## src/rtl/tw_pkg.sv

```systemverilog
// rtl/tw_pkg.sv - shared twiddle ROM constants, write codes and loader state type
//
// Holds the defaults shared between the stage-0 twiddle ROM and its loader:
// word widths, the stage-0 entry count, the ROM 2-bit write codes and the
// loader FSM state enumeration.
package tw_pkg;

    localparam int TW_P_WIDTH   = 128;
    localparam int TW_HDW       = 64;
    localparam int TW_ENTRY_NUM = 4;

    localparam logic [1:0] TW_W_NONE = 2'd0;
    localparam logic [1:0] TW_W_HI   = 2'd1;
    localparam logic [1:0] TW_W_LO   = 2'd2;

    typedef enum logic [2:0] {
        ST_FILL = 3'd0,
        ST_WAIT = 3'd1,
        ST_HI   = 3'd2,
        ST_LO   = 3'd3,
        ST_GAP  = 3'd4
    } tw_state_e;

endpackage

```

## src/rtl/tw_rom1_loader.sv

```systemverilog
// rtl/tw_rom1_loader.sv - buffers ENTRY_NUM twiddle words and bursts them into the stage-0 ROM
//
// Ports:
//   CLK                 clock, all state changes on the rising edge
//   rst                 synchronous active-high reset
//   in_valid/in_ready   upstream word handshake
//   in_data             twiddle word {hi, lo}
//   hold                ROM is being read; a burst may not start while high
//   horizontal_data_out half-word driven to the ROM write port
//   ROM1_w              ROM write code (0 none, 1 high half, 2 low half)
//   busy                high in WAIT, HI, LO and GAP
//   done                one-cycle pulse in GAP
module tw_rom1_loader
    import tw_pkg::*;
#(
    parameter int P_WIDTH       = TW_P_WIDTH,
    parameter int horizontal_DW = TW_HDW,
    parameter int ENTRY_NUM     = TW_ENTRY_NUM,
    parameter int IDX_WIDTH     = $clog2(ENTRY_NUM)
) (
    input  logic                     CLK,
    input  logic                     rst,
    input  logic                     in_valid,
    output logic                     in_ready,
    input  logic [P_WIDTH-1:0]       in_data,
    input  logic                     hold,
    output logic [horizontal_DW-1:0] horizontal_data_out,
    output logic [1:0]               ROM1_w,
    output logic                     busy,
    output logic                     done
);

    localparam logic [IDX_WIDTH:0] LAST_IDX = (IDX_WIDTH+1)'(ENTRY_NUM - 1);

    tw_state_e          state;
    tw_state_e          state_next;
    logic [IDX_WIDTH:0] fill_cnt;
    logic [IDX_WIDTH:0] fill_next;
    logic [IDX_WIDTH:0] idx;
    logic [IDX_WIDTH:0] idx_next;

    logic [P_WIDTH-1:0] buf_mem [ENTRY_NUM];
    logic [P_WIDTH-1:0] rd_word;

    logic                     accept;
    logic                     ready_next;
    logic                     busy_next;
    logic                     done_next;
    logic [1:0]               w_next;
    logic [horizontal_DW-1:0] data_next;

    // in_ready is a registered copy of "state is FILL", so it is a safe
    // qualifier for the handshake in the same cycle.
    assign accept = in_valid & in_ready;

    always_comb begin
        state_next = state;
        fill_next  = fill_cnt;
        idx_next   = idx;
        case (state)
            ST_FILL: begin
                if (accept) begin
                    if (fill_cnt == LAST_IDX) begin
                        fill_next  = '0;
                        state_next = ST_WAIT;
                    end else begin
                        fill_next = fill_cnt + 1'b1;
                    end
                end
            end
            ST_WAIT: begin
                if (!hold) begin
                    idx_next   = '0;
                    state_next = ST_HI;
                end
            end
            ST_HI: begin
                // Wrap straight into LO: the ROM write index wraps at the
                // same moment, so no bubble is allowed here.
                if (idx == LAST_IDX) begin
                    idx_next   = '0;
                    state_next = ST_LO;
                end else begin
                    idx_next = idx + 1'b1;
                end
            end
            ST_LO: begin
                if (idx == LAST_IDX) begin
                    idx_next   = '0;
                    state_next = ST_GAP;
                end else begin
                    idx_next = idx + 1'b1;
                end
            end
            ST_GAP: begin
                state_next = ST_FILL;
            end
            default: begin
                state_next = ST_FILL;
            end
        endcase
    end

    // Outputs are decoded from the upcoming state and index and registered,
    // so each output cycle reflects the state held in that same cycle.
    assign rd_word = buf_mem[idx_next[IDX_WIDTH-1:0]];

    always_comb begin
        w_next     = TW_W_NONE;
        data_next  = '0;
        ready_next = (state_next == ST_FILL);
        busy_next  = (state_next != ST_FILL);
        done_next  = (state_next == ST_GAP);
        case (state_next)
            ST_HI: begin
                w_next    = TW_W_HI;
                data_next = rd_word[P_WIDTH-1:horizontal_DW];
            end
            ST_LO: begin
                w_next    = TW_W_LO;
                data_next = rd_word[horizontal_DW-1:0];
            end
            default: begin
                w_next    = TW_W_NONE;
                data_next = '0;
            end
        endcase
    end

    always_ff @(posedge CLK) begin
        if (rst) begin
            state               <= ST_FILL;
            fill_cnt            <= '0;
            idx                 <= '0;
            in_ready            <= 1'b1;
            ROM1_w              <= TW_W_NONE;
            horizontal_data_out <= '0;
            busy                <= 1'b0;
            done                <= 1'b0;
        end else begin
            state               <= state_next;
            fill_cnt            <= fill_next;
            idx                 <= idx_next;
            in_ready            <= ready_next;
            ROM1_w              <= w_next;
            horizontal_data_out <= data_next;
            busy                <= busy_next;
            done                <= done_next;
        end
    end

    // Buffer contents are don't-care after reset, so no reset term here.
    always_ff @(posedge CLK) begin
        if (accept) begin
            buf_mem[fill_cnt[IDX_WIDTH-1:0]] <= in_data;
        end
    end

endmodule
```

## config.mk

```make
export PLATFORM = sky130hd
export DESIGN_NAME = tw_rom1_loader
export DESIGN_NICKNAME = d
export VERILOG_FILES = /design/src/rtl/tw_pkg.sv /design/src/rtl/tw_rom1_loader.sv
export SDC_FILE = /design/constraint.sdc
export NUM_CORES = 1
export LEC_CHECK = 0
export CAP_MARGIN = 20
export CORE_MARGIN = 8
export CORE_UTILIZATION = 25
export CTS_BUF_LIST = sky130_fd_sc_hd__clkbuf_4
export DETAILED_ROUTE_END_ITERATION = 8
export SETUP_SLACK_MARGIN = 0.05
export SLEW_MARGIN = 25
export SYNTH_ARGS = -nofsm -noshare
export SYNTH_HDL_FRONTEND = slang
export SYNTH_SLANG_ARGS = --single-unit
export TNS_END_PERCENT = 1
```

## constraint.sdc

```tcl
create_clock -name CLK -period 4.45 [get_ports CLK]
set_input_delay 0.6675 -clock CLK [delete_from_list [all_inputs] [get_ports CLK]]
set_output_delay 0.6675 -clock CLK [all_outputs]
set_load 0.02 [all_outputs]
```

==> impl_results.md <==
- Outcome: completed
- Reg clk slew, reported paths: 0.07 ns
- Remaining DRCs: 0
- Buffers on Ports: 200
- H-tree Lvls: 4
- Hold buffer count at CTS: 0
- Levels on crit path: 1
- Io pins: 201
- Total negative setup slack: 0 ns
- WL final: 61,400 um
- GRT Residual Overflow: 0
- # Post-CTS Setup Buffers: 0
- # nets final: 2,029
- Power per cell area: 393 mW/mm2
- Synthesized area per cell: 14.4 um2
- Hold Crit Class: input port to flip-flop
- Path depth of the worst reg2reg path: 7
- Post-synthesis adder-cell area fraction: 0.264%
- Setup Viol. Count Final: 0
- Std-Cell Core Area: 0.0944 mm2
- Compound-Gate Fraction of Synth Area: 16.1%
- Via density: 4.64
- Clk sinks: 590
- Iteration-0 DRC Markers: 842
- Multi-input logic area: 0.00615 mm2
- Post-Synth Simple-Gate Area: 9.28%
- Distinct cell type count after synthesis: 35
- Crit path launch type: flip-flop
- CTS tree: built
- Pin count of the biggest net entering global routing: 242
- Global placement routability congestion: 0.703
- Fin crit share: 64.3%
- Starting density of the core: 25.1%
- Total power: 11.5 mW
- Cts bufs inserted: 158
- Total Routing Usage GR: 11.5%
- Vias in the first global route: 15,648
- Worst path cell trace: clkdlybuf4s50_1
- Number of iterations in the first detailed-routing pass: 5
- Hold Fails Final Rpt: 0
- Main combinational cell family by area after synthesis: compound AO/OA/AOI/OAI gates
- Fin. max-slew vios: 0
- Min cycle time layout: 2.86 ns
- Leakage: 9.90 nW
- WS Path Type: flip-flop to output pin
- Mux contribution to synthesized area: 0.0475%
- Sw Share: 22.3%
- Layout Area Growth over Synthesis: 23.6%
- Die height: 324 um
- VDD IR max: 218 uV
- Sw Pwr: 2.57 mW
- Antenna Violating Nets Remaining: 0
- Critical Path Max Stage Delay: 0.69 ns
- Share of layout cells above drive strength 1: 15.8%
- RSZ-0062 raised after global routing: false
- Dpl ws: 1.17 ns
- DIE WIDTH: 324 um
- Yosys warns: 0
- Via count: 15,268
- First-pass GRT wire length: 92,000 um
- Register area share after synthesis: 71.4%
- Worst skew pair latency: 1.00 ns
- Worst-case clock buffer depth: 3
- Drt wl/cell: 18.6 um
- CP endpoint kind: output pin
- Slowest cell on the critical path: clkdlybuf4s50_1
- Seq pwr share: 54.4%
- Critical path buffers and inverters: 1
- Post-Syn Instances: 1,647
- Final Worst Setup Slack: 1.59 ns
- Clk network pwr share: 41.4%
- Flops & latches, synth: 590
- Dpl hpwl: 34,500 um
- Required time worst endpoint: 3.78 ns
- Max_slew headroom: 36.5%
- Clock Skews: 0.0786 ns
- Rows: 113
- Storage cell area: 0.0169 mm2
- Post-Syn Area: 0.0237 mm2
- Post-cts resize count: 0
- Fmax: 350 MHz
- Crit path max fanout: 2
- Post-synthesis xor/xnor area fraction: 0%
- Die area: 0.105 mm2
- Internal power: 8.94 mW
- Max cap viols: 0
- Worst slew pin tran: 0.953 ns
- Syn nets: 1,784
- Worst hold stages: 1
- WP data arrival: 2.19 ns
- CTS root buf: clkbuf_4
- Logic pwr share: 4.1%
- Fillers: 9,545
- CP top delay family: buffers and inverters
- Initial antenna violation count: 7
[final timing paths]
path | start | end | slack, ns
setup / recovery | horizontal_data_out[14] | horizontal_data_out[14] | 1.59
setup reg to reg | idx[0] | horizontal_data_out[14] | 1.72
hold reg to reg | fill_cnt[2] | fill_cnt[2] | 0.49
hold / removal | in_data[85] | buf_mem[1][85] | 0.30
[worst reg2reg max path: stages, from the launching register on]
cell	delay, ns
dfxtp_1	0.43
ha_1	0.26
nand2b_1	0.13
a31oi_4	0.38
buf_12	0.51
a21boi_0	0.53
o211ai_1	0.22
nand4_1	0.11
[per-stage QoR]
| stage | hold WS [ns] | instances | area (um2) | utilization [%] |
|---|---|---|---|---|
| after floorplan | 0.427 | 1647 | 23700 | - |
| after global placement | 0.435 | 2997 | 27200 | 28.8 |
| after detailed placement | 0.483 | 2997 | 27200 | 28.8 |
| after CTS | 0.0713 | 3287 | 29300 | 31.0 |
| after global routing | 0.108 | 3291 | 29300 | 31.0 |
| final | 0.299 | 3294 | 29300 | 31.0 |
[cells in the mapped netlist, drive strengths merged]
cell type | count | area, um2
ha | 5 | 62.6
nand2 | 1 | 3.75
a21o | 1 | 7.51
mux2 | 1 | 11.3
and3 | 261 | 1630
dfxtp | 78 | 1560
nand2b | 3 | 18.8
o21ai | 67 | 335
a21oi | 8 | 43.8
o21a | 1 | 7.51
nand4b | 1 | 8.76
a21boi | 256 | 1920
a31oi | 2 | 27.5
nor3 | 4 | 20.0
edfxtp | 512 | 15400
nand3b | 2 | 15.0
nor2b | 3 | 18.8
inv | 6 | 22.5
clkbuf | 133 | 507
nor2 | 9 | 33.8
a2111oi | 1 | 27.5
nand4 | 65 | 407
o211ai | 193 | 1450
nand3 | 2 | 15.0
buf | 29 | 146
nor3b | 2 | 20.0
and2 | 1 | 6.26
[flip-flops by register name, summed over array words and instances (netlist names)]
| signal | flops |
|---|---|
| ROM1_w | 2 |
| buf_mem | 512 |
| busy | 1 |
| done | 1 |
| fill_cnt | 3 |
| horizontal_data_out | 64 |
| idx | 3 |
| in_ready | 1 |
| state | 3 |
[cells in the final DEF (no fill, tap or decap), drive strengths merged, types with 2 or more instances in the layout]
| cell | instances |
|---|---|
| a31oi | 2 |
| nand4 | 65 |
| and3 | 261 |
| nand2b | 3 |
| nand3b | 2 |
| nand3 | 2 |
| nor2 | 9 |
| a21oi | 8 |
| o21ai | 67 |
| dfxtp | 78 |
| inv | 14 |
| bufinv | 2 |
| o211ai | 193 |
| nor2b | 3 |
| nor3 | 4 |
| a21boi | 256 |
| clkdlybuf4s50 | 200 |
| nor3b | 2 |
| clkbuf | 228 |
| buf | 47 |
| diode | 7 |
| clkinvlp | 2 |
| ha | 5 |
| clkinv | 50 |
| edfxtp | 512 |
[logic make-up (layout without fill, tap and decap cells)]
family / count (synthesis) / after routing
flops: 590 / 590
compound gates: 529 / 529
simple gates: 354 / 354
buf+inv: 168 / 543
fa+ha+maj: 5 / 5
mux: 1 / 1
other cells: 0 / 7
[layer usage]
layer | vias up | wire length (um) | part of all wire [%] | track usage [%]
li1 | 7135 | - | - | -
met1 | 7581 | 25900 | 42 | 13.8
met2 | 424 | 30000 | 49 | 18.9
met3 | 126 | 3880 | 6.3 | 3.49
met4 | 2 | 1600 | 2.6 | 5.17
met5 | - | 14 | 0.023 | 0
[power by group through the flow]
stage | clock network [mW] | logic [mW] | registers [mW]
3_3_place_gp | 0 | 0.471 | 6.38
3_5_place_dp | 0 | 0.486 | 6.39
2_1_floorplan | 0 | 0.187 | 6.40
4_1_cts | 4.98 | 0.487 | 6.27
6_report | 4.77 | 0.476 | 6.27
5_1_grt | 5.26 | 0.520 | 6.28
[cell type report]
class / count / share of cell area, %
multi-input combinational: 889 / 21.0
inverter: 6 / 0.0769
clock inverter: 62 / 1.16
antenna: 7 / 0.0598
sequential: 590 / 57.8
tap: 1265 / 5.40
clock buffer: 228 / 5.84
timing repair buffer: 247 / 8.68
(Power assumes the default switching activity.)
